==> src/rtl/sram_arbiter.sv <==
// sram_arbiter
//   Shares one single-port, level-sensitive sram between two requesters:
//   m0 (instruction fetch) and m1 (load/store unit). Arbitration is
//   round-robin. Each access holds sram_cs for WAIT_CYCLES cycles.
//   The sram has no byte enables, so partial writes are done as
//   read-modify-write.
//
// Ports
//   clk, rst_n                 clock (rising edge), async active-low reset
//   mN_req                     request, held until mN_ack is sampled
//   mN_wr                      1 = write, 0 = read
//   mN_be                      byte enables (writes only)
//   mN_addr, mN_wdata          word address, write data
//   mN_ack                     one-cycle completion pulse
//   mN_rdata                   read data, held until that requester's next read
//   sram_cs, sram_wr           sram chip select / write strobe
//   sram_addr, sram_din        sram address / write data
//   sram_dout                  sram read data

module sram_arbiter #(
    parameter int ADDR_WIDTH  = 10,
    parameter int DATA_WIDTH  = 32,
    parameter int WAIT_CYCLES = 1
) (
    input  logic                    clk,
    input  logic                    rst_n,
    input  logic                    m0_req,
    input  logic                    m0_wr,
    input  logic [DATA_WIDTH/8-1:0] m0_be,
    input  logic [ADDR_WIDTH-1:0]   m0_addr,
    input  logic [DATA_WIDTH-1:0]   m0_wdata,
    output logic                    m0_ack,
    output logic [DATA_WIDTH-1:0]   m0_rdata,
    input  logic                    m1_req,
    input  logic                    m1_wr,
    input  logic [DATA_WIDTH/8-1:0] m1_be,
    input  logic [ADDR_WIDTH-1:0]   m1_addr,
    input  logic [DATA_WIDTH-1:0]   m1_wdata,
    output logic                    m1_ack,
    output logic [DATA_WIDTH-1:0]   m1_rdata,
    output logic                    sram_cs,
    output logic                    sram_wr,
    output logic [ADDR_WIDTH-1:0]   sram_addr,
    output logic [DATA_WIDTH-1:0]   sram_din,
    input  logic [DATA_WIDTH-1:0]   sram_dout
);

    localparam int BE_W  = DATA_WIDTH / 8;
    localparam int CNT_W = (WAIT_CYCLES > 1) ? $clog2(WAIT_CYCLES) : 1;
    localparam logic [CNT_W-1:0] CNT_LAST = CNT_W'(WAIT_CYCLES - 1);

    typedef enum logic [2:0] {IDLE, RD, MERGE, WR, RESP} state_t;

    state_t                state, state_d;
    logic                  prio, prio_d;      // 0: m0 wins a tie, 1: m1 wins
    logic                  sel, sel_d;        // requester owning the current access
    logic                  rmw, rmw_d;
    logic [BE_W-1:0]       be_q, be_d;
    logic [DATA_WIDTH-1:0] wdata_q, wdata_d;
    logic [CNT_W-1:0]      cnt, cnt_d;

    logic                  cs_d, wr_d, ack0_d, ack1_d;
    logic [ADDR_WIDTH-1:0] addr_d;
    logic [DATA_WIDTH-1:0] din_d, rdata0_d, rdata1_d;

    logic                  any_req, gnt;
    logic                  g_wr;
    logic [BE_W-1:0]       g_be;
    logic [ADDR_WIDTH-1:0] g_addr;
    logic [DATA_WIDTH-1:0] g_wdata;
    logic [DATA_WIDTH-1:0] merged;

    // A tie goes to the requester the pointer favours; a lone request
    // simply wins.
    assign any_req = m0_req | m1_req;
    assign gnt     = (m0_req && m1_req) ? prio : m1_req;
    assign g_wr    = gnt ? m1_wr    : m0_wr;
    assign g_be    = gnt ? m1_be    : m0_be;
    assign g_addr  = gnt ? m1_addr  : m0_addr;
    assign g_wdata = gnt ? m1_wdata : m0_wdata;

    // Byte merge for read-modify-write: enabled bytes come from the
    // requester and the rest from the word just read.
    always_comb begin
        merged = sram_dout;
        for (int i = 0; i < BE_W; i++) begin
            if (be_q[i]) begin
                merged[i*8 +: 8] = wdata_q[i*8 +: 8];
            end
        end
    end

    // Next-state logic. Every output is registered, so this block computes
    // next values for the output registers as well. sram_addr and sram_din
    // are only updated while cs is low or on the edge where cs rises, so the
    // level-sensitive sram never sees a moving address or data under a write.
    always_comb begin
        state_d  = state;
        prio_d   = prio;
        sel_d    = sel;
        rmw_d    = rmw;
        be_d     = be_q;
        wdata_d  = wdata_q;
        cnt_d    = cnt;
        cs_d     = sram_cs;
        wr_d     = sram_wr;
        addr_d   = sram_addr;
        din_d    = sram_din;
        ack0_d   = 1'b0;
        ack1_d   = 1'b0;
        rdata0_d = m0_rdata;
        rdata1_d = m1_rdata;

        case (state)
            IDLE: begin
                if (any_req) begin
                    sel_d   = gnt;
                    prio_d  = ~gnt;
                    rmw_d   = 1'b0;
                    be_d    = g_be;
                    wdata_d = g_wdata;
                    addr_d  = g_addr;
                    cnt_d   = '0;
                    if (!g_wr) begin
                        state_d = RD;
                        cs_d    = 1'b1;
                        wr_d    = 1'b0;
                    end else if (&g_be) begin
                        state_d = WR;
                        cs_d    = 1'b1;
                        wr_d    = 1'b1;
                        din_d   = g_wdata;
                    end else if (g_be == '0) begin
                        // Nothing to write: complete without touching the sram.
                        state_d = RESP;
                        ack0_d  = ~gnt;
                        ack1_d  = gnt;
                    end else begin
                        state_d = RD;
                        cs_d    = 1'b1;
                        wr_d    = 1'b0;
                        rmw_d   = 1'b1;
                    end
                end
            end

            RD: begin
                if (cnt == CNT_LAST) begin
                    cs_d  = 1'b0;
                    cnt_d = '0;
                    if (rmw) begin
                        din_d   = merged;
                        state_d = MERGE;
                    end else begin
                        if (sel) begin
                            rdata1_d = sram_dout;
                        end else begin
                            rdata0_d = sram_dout;
                        end
                        ack0_d  = ~sel;
                        ack1_d  = sel;
                        state_d = RESP;
                    end
                end else begin
                    cnt_d = cnt + 1'b1;
                end
            end

            // One cycle with cs low so the merged word is settled before
            // the write strobe goes up.
            MERGE: begin
                state_d = WR;
                cs_d    = 1'b1;
                wr_d    = 1'b1;
                cnt_d   = '0;
            end

            WR: begin
                if (cnt == CNT_LAST) begin
                    cs_d    = 1'b0;
                    wr_d    = 1'b0;
                    cnt_d   = '0;
                    ack0_d  = ~sel;
                    ack1_d  = sel;
                    state_d = RESP;
                end else begin
                    cnt_d = cnt + 1'b1;
                end
            end

            RESP: begin
                state_d = IDLE;
            end

            default: begin
                state_d = IDLE;
            end
        endcase
    end

    // State and output registers. Reset drops cs/wr at once and abandons
    // any access in flight.
    always_ff @(posedge clk or negedge rst_n) begin
        if (!rst_n) begin
            state     <= IDLE;
            prio      <= 1'b0;
            sel       <= 1'b0;
            rmw       <= 1'b0;
            be_q      <= '0;
            wdata_q   <= '0;
            cnt       <= '0;
            sram_cs   <= 1'b0;
            sram_wr   <= 1'b0;
            sram_addr <= '0;
            sram_din  <= '0;
            m0_ack    <= 1'b0;
            m1_ack    <= 1'b0;
            m0_rdata  <= '0;
            m1_rdata  <= '0;
        end else begin
            state     <= state_d;
            prio      <= prio_d;
            sel       <= sel_d;
            rmw       <= rmw_d;
            be_q      <= be_d;
            wdata_q   <= wdata_d;
            cnt       <= cnt_d;
            sram_cs   <= cs_d;
            sram_wr   <= wr_d;
            sram_addr <= addr_d;
            sram_din  <= din_d;
            m0_ack    <= ack0_d;
            m1_ack    <= ack1_d;
            m0_rdata  <= rdata0_d;
            m1_rdata  <= rdata1_d;
        end
    end

endmodule

==> config.mk <==
export PLATFORM = sky130hd
export DESIGN_NAME = sram_arbiter
export DESIGN_NICKNAME = d
export VERILOG_FILES = /design/src/rtl/sram_arbiter.sv
export SDC_FILE = /design/constraint.sdc
export NUM_CORES = 1
export LEC_CHECK = 0
export ABC_AREA = 1
export CORE_MARGIN = 3
export CORE_UTILIZATION = 49
export DETAILED_ROUTE_END_ITERATION = 8
export PLACE_DENSITY = 0.93
export SLEW_MARGIN = 10
export SYNTH_ARGS = -nofsm -noshare
export SYNTH_HDL_FRONTEND = slang
export SYNTH_SLANG_ARGS = --single-unit
export TNS_END_PERCENT = 20
==> constraint.sdc <==
create_clock -name clk -period 4.2 [get_ports clk]
set_clock_uncertainty 0.2 [all_clocks]
set_input_delay 0.42 -clock clk [delete_from_list [all_inputs] [get_ports clk]]
set_output_delay 0.42 -clock clk [all_outputs]
set_load 0.05 [all_outputs]
==> results.cfg <==
[placed_design]
postPlaceCellArea_sq_um = 9420
dpl.hpwl_um = 14800
place.gp.congestion = 0.913
io_buffers = 239

[logic_synthesis]
synthMuxAreaShare_pct = 0
synth.area.top_cells = dfrtp_1, nand2_1, o21ai_0, nand4_1, inv_1
synth_ff_type = dfrtp_1
yosysTopAreaCell = dfrtp_1
syn_inst = 839
syn_area_sq_um = 7000
synth-adder-area-share_pct = 0
synth_top_family_by_area = simple AND/OR/NAND/NOR gates
ys_seq_elements = 152
yosysWarningCount = 0
ys_seq_area_share_pct = 54.3
async_flop_share_pct = 100
synth_xor_area_share_pct = 0
synth_nets = 969
synth-edff-count = 0
synth_top_area_share_pct = 54.3
yosys.area_share.simple_pct = 22.1
synth_compound_area_share_pct = 16.8
synth_cell_types = 25
avgSynthCellArea_sq_um = 8.35

[clock_network]
htree_levels = 4
clock_path_buffers = 2
clockRootBuffer = clkbuf_16
clk_latency_ps = 420
post_cts_buffers = 0
cts_tree = done
cts_made_buffers = 17
clk_pin_slew_ps = 60
clock_sinks = 152

[sta]
maxSlewHeadroom_pct = 35.7
fin_tns_setup_ps = 0
final.period_utilization_pct = 68.1
tightest_slew_ps = 963
slew_viol_final = 0
finalSetupViolCount = 0
finalCriticalPeriod_ps = 2860
fmax_ghz = 0.350
rsz0062_at_grt = no
hold_violations = 0

[worst_setup_path]
cp_num_cells = 10
max_stage_delay_ps = 600
crit_family = simple AND/OR/NAND/NOR gates
end_kind = flop
cp.arrival_ps = 2960
reg2reg_depth = 9
r2r_start = state[2]
r2r_slack_ps = 1350
cp_slowest_cell = clkdlybuf4s50_1
reg2reg_to = wdata_q[26]
critical_path_class = input pin to flop
crit_path_max_fanout = 33
path_cells = clkdlybuf4s50_1, nand2_2, nand2_1, nand2_1, nor2_2, nand3_2, nand2_4, nand3_4, nand2_1, nand2_1
worstPathRequired_ps = 4300
crit_buf_inv = 1
cp_common_cell = nand2_1
worst_setup_path_start_kind = input pin

[global_routing]
use_met3_pct = 6.88
grt_pass1_vias = 6403
overflow = 0
grt_util_met1_pct = 37.3
grt.total_usage_pct = 27.2
antenna_found_initial = 0
use_met2_pct = 42.2
grt_max_degree = 103
top_usage_layer = met2
grt_pass1_wl_um = 34100

[status]
status = finished clean

[pwr]
p_leak_nw = 4.58
power.density_nw_per_um2 = 937
pwr-share-clk_pct = 17.6
power.net_switching_mw = 4.59
p_int_mw = 4.85
pwr-share-seq_pct = 28.4
p_comb_share_pct = 54.0
power_mw = 9.44
p_sw_share_pct = 48.6
peakVddDrop_mv = 0.691

[floorplan]
die_x_um = 126
io_pins = 240
core_sq_um = 13900
rows = 43
dieArea_sq_um = 15800
die_h_um = 126
start_util_pct = 50.3

[layout]
syn_to_final_growth_pct = 43.8
antennaDiodeCount = 0
drive_gt1_share_pct = 8.01
utilization_pct = 72.3
nets = 1178
final_area_sq_um = 10100

[detailed_routing]
vias = 6736
drt-initial-drc-count = 560
firstDrtPassIters = 6
routed_wl_um = 21400
vias_per_cell = 5.43
ant_nets = 0
drc = 0
wl_per_cell_um = 17.2

[hold_path]
holdPathStages = 2
hold_path.class = flop to flop
min-delay-start = sram_din[23]
hold_end = sram_din[23]

[job]
drv_cap = 0
[cell type report]
type,count,area [sq um]
fill,969,3860
sequential,152,3800
multi-input combinational,576,2730
timing repair buffer,246,2460
clock buffer,20,447
tap,180,225
inverter,55,206
clock inverter,12,198
[worst register-to-register path, stage by stage (launching register included)]
cell and delay, ps:
dfrtp_1 430, nor2_1 180, inv_1 70, nor2_2 230
inv_2 70, nor2_2 430, inv_2 530, buf_4 400
nand2_1 70, o21ai_0 80
[state kept, by name, indices dropped and copies added (netlist names), 3 cells and up]
register   count
sram_addr     10
wdata_q       32
m0_rdata      32
m1_rdata      32
sram_din      32
state          3
be_q           4
[cell usage in the layout (no fill, tap or decap), drive strengths merged]
master / instances
clkbuf: 20
inv: 56
nor2: 25
or2: 32
dlygate4sd3: 1
a21oi: 4
o211ai: 16
buf: 7
nand3b: 3
clkdlybuf4s50: 238
o21bai: 1
clkinvlp: 2
nand4: 32
clkinv: 4
o22ai: 1
dfrtp: 152
nand3: 9
bufinv: 5
o21ai: 204
nand2: 249
[repair_timing]
item	4_1_cts	5_1_grt
setup endpoints to repair	0	0
hold buffers	1	0
gates resized for setup	0	0
hold endpoints to repair	101	0
[synth_stat cells, types with 5 or more instances]
library cell  count
buf_2            20
clkbuf_1         31
dfrtp_1         152
inv_1            50
inv_2             5
nand2_1         244
nand3_1           7
nand4_1          32
nor2_1           18
nor2_2            7
o211ai_1         16
o21ai_0         173
o21ai_1          31
or2_2            29
[metrics by stage]
stage,setup slack [ps],hold slack (ps),cells
finish,1340,283,1241
global route,1130,293,1241
floorplan,2380,-75.6,839
detailed placement,1020,269,1208
CTS,1410,286,1241
global placement,1190,265,1208
[per-layer routing]
metal | wire length [um] | vias to the layer above
met2 | 10100 | 302
met3 | 1500 | 51
li1 | - | 3186
met5 | 0 | -
met4 | 624 | 0
met1 | 9140 | 3197
[cell families after synthesis]
kind of cell / after synthesis
and+or+nand+nor: 350
AOI/OAI and AO/OA: 226
DFF: 152
buffers and inverters: 111
[power groups by stage]
stage | sequential (mW) | combinational (mW) | clock (mW)
detailed placement | 2.66 | 5.06 | 0
CTS | 2.66 | 5.10 | 1.67
global placement | 2.64 | 4.94 | 0
floorplan | 4.36 | 1.69 | 0
finish | 2.68 | 5.10 | 1.66
global route | 2.76 | 5.46 | 1.74
[how the worst max path moves through the flow]
stage | start | to
after floorplan | m0_req | sram_din[0]
after global placement | m1_req | sram_din[7]
after detailed placement | m1_req | sram_din[16]
after CTS | m1_req | sram_din[16]
after global routing | m1_req | sram_din[21]
final | m1_req | sram_din[21]
No activity file was read; power rests on OpenSTA's default activity.
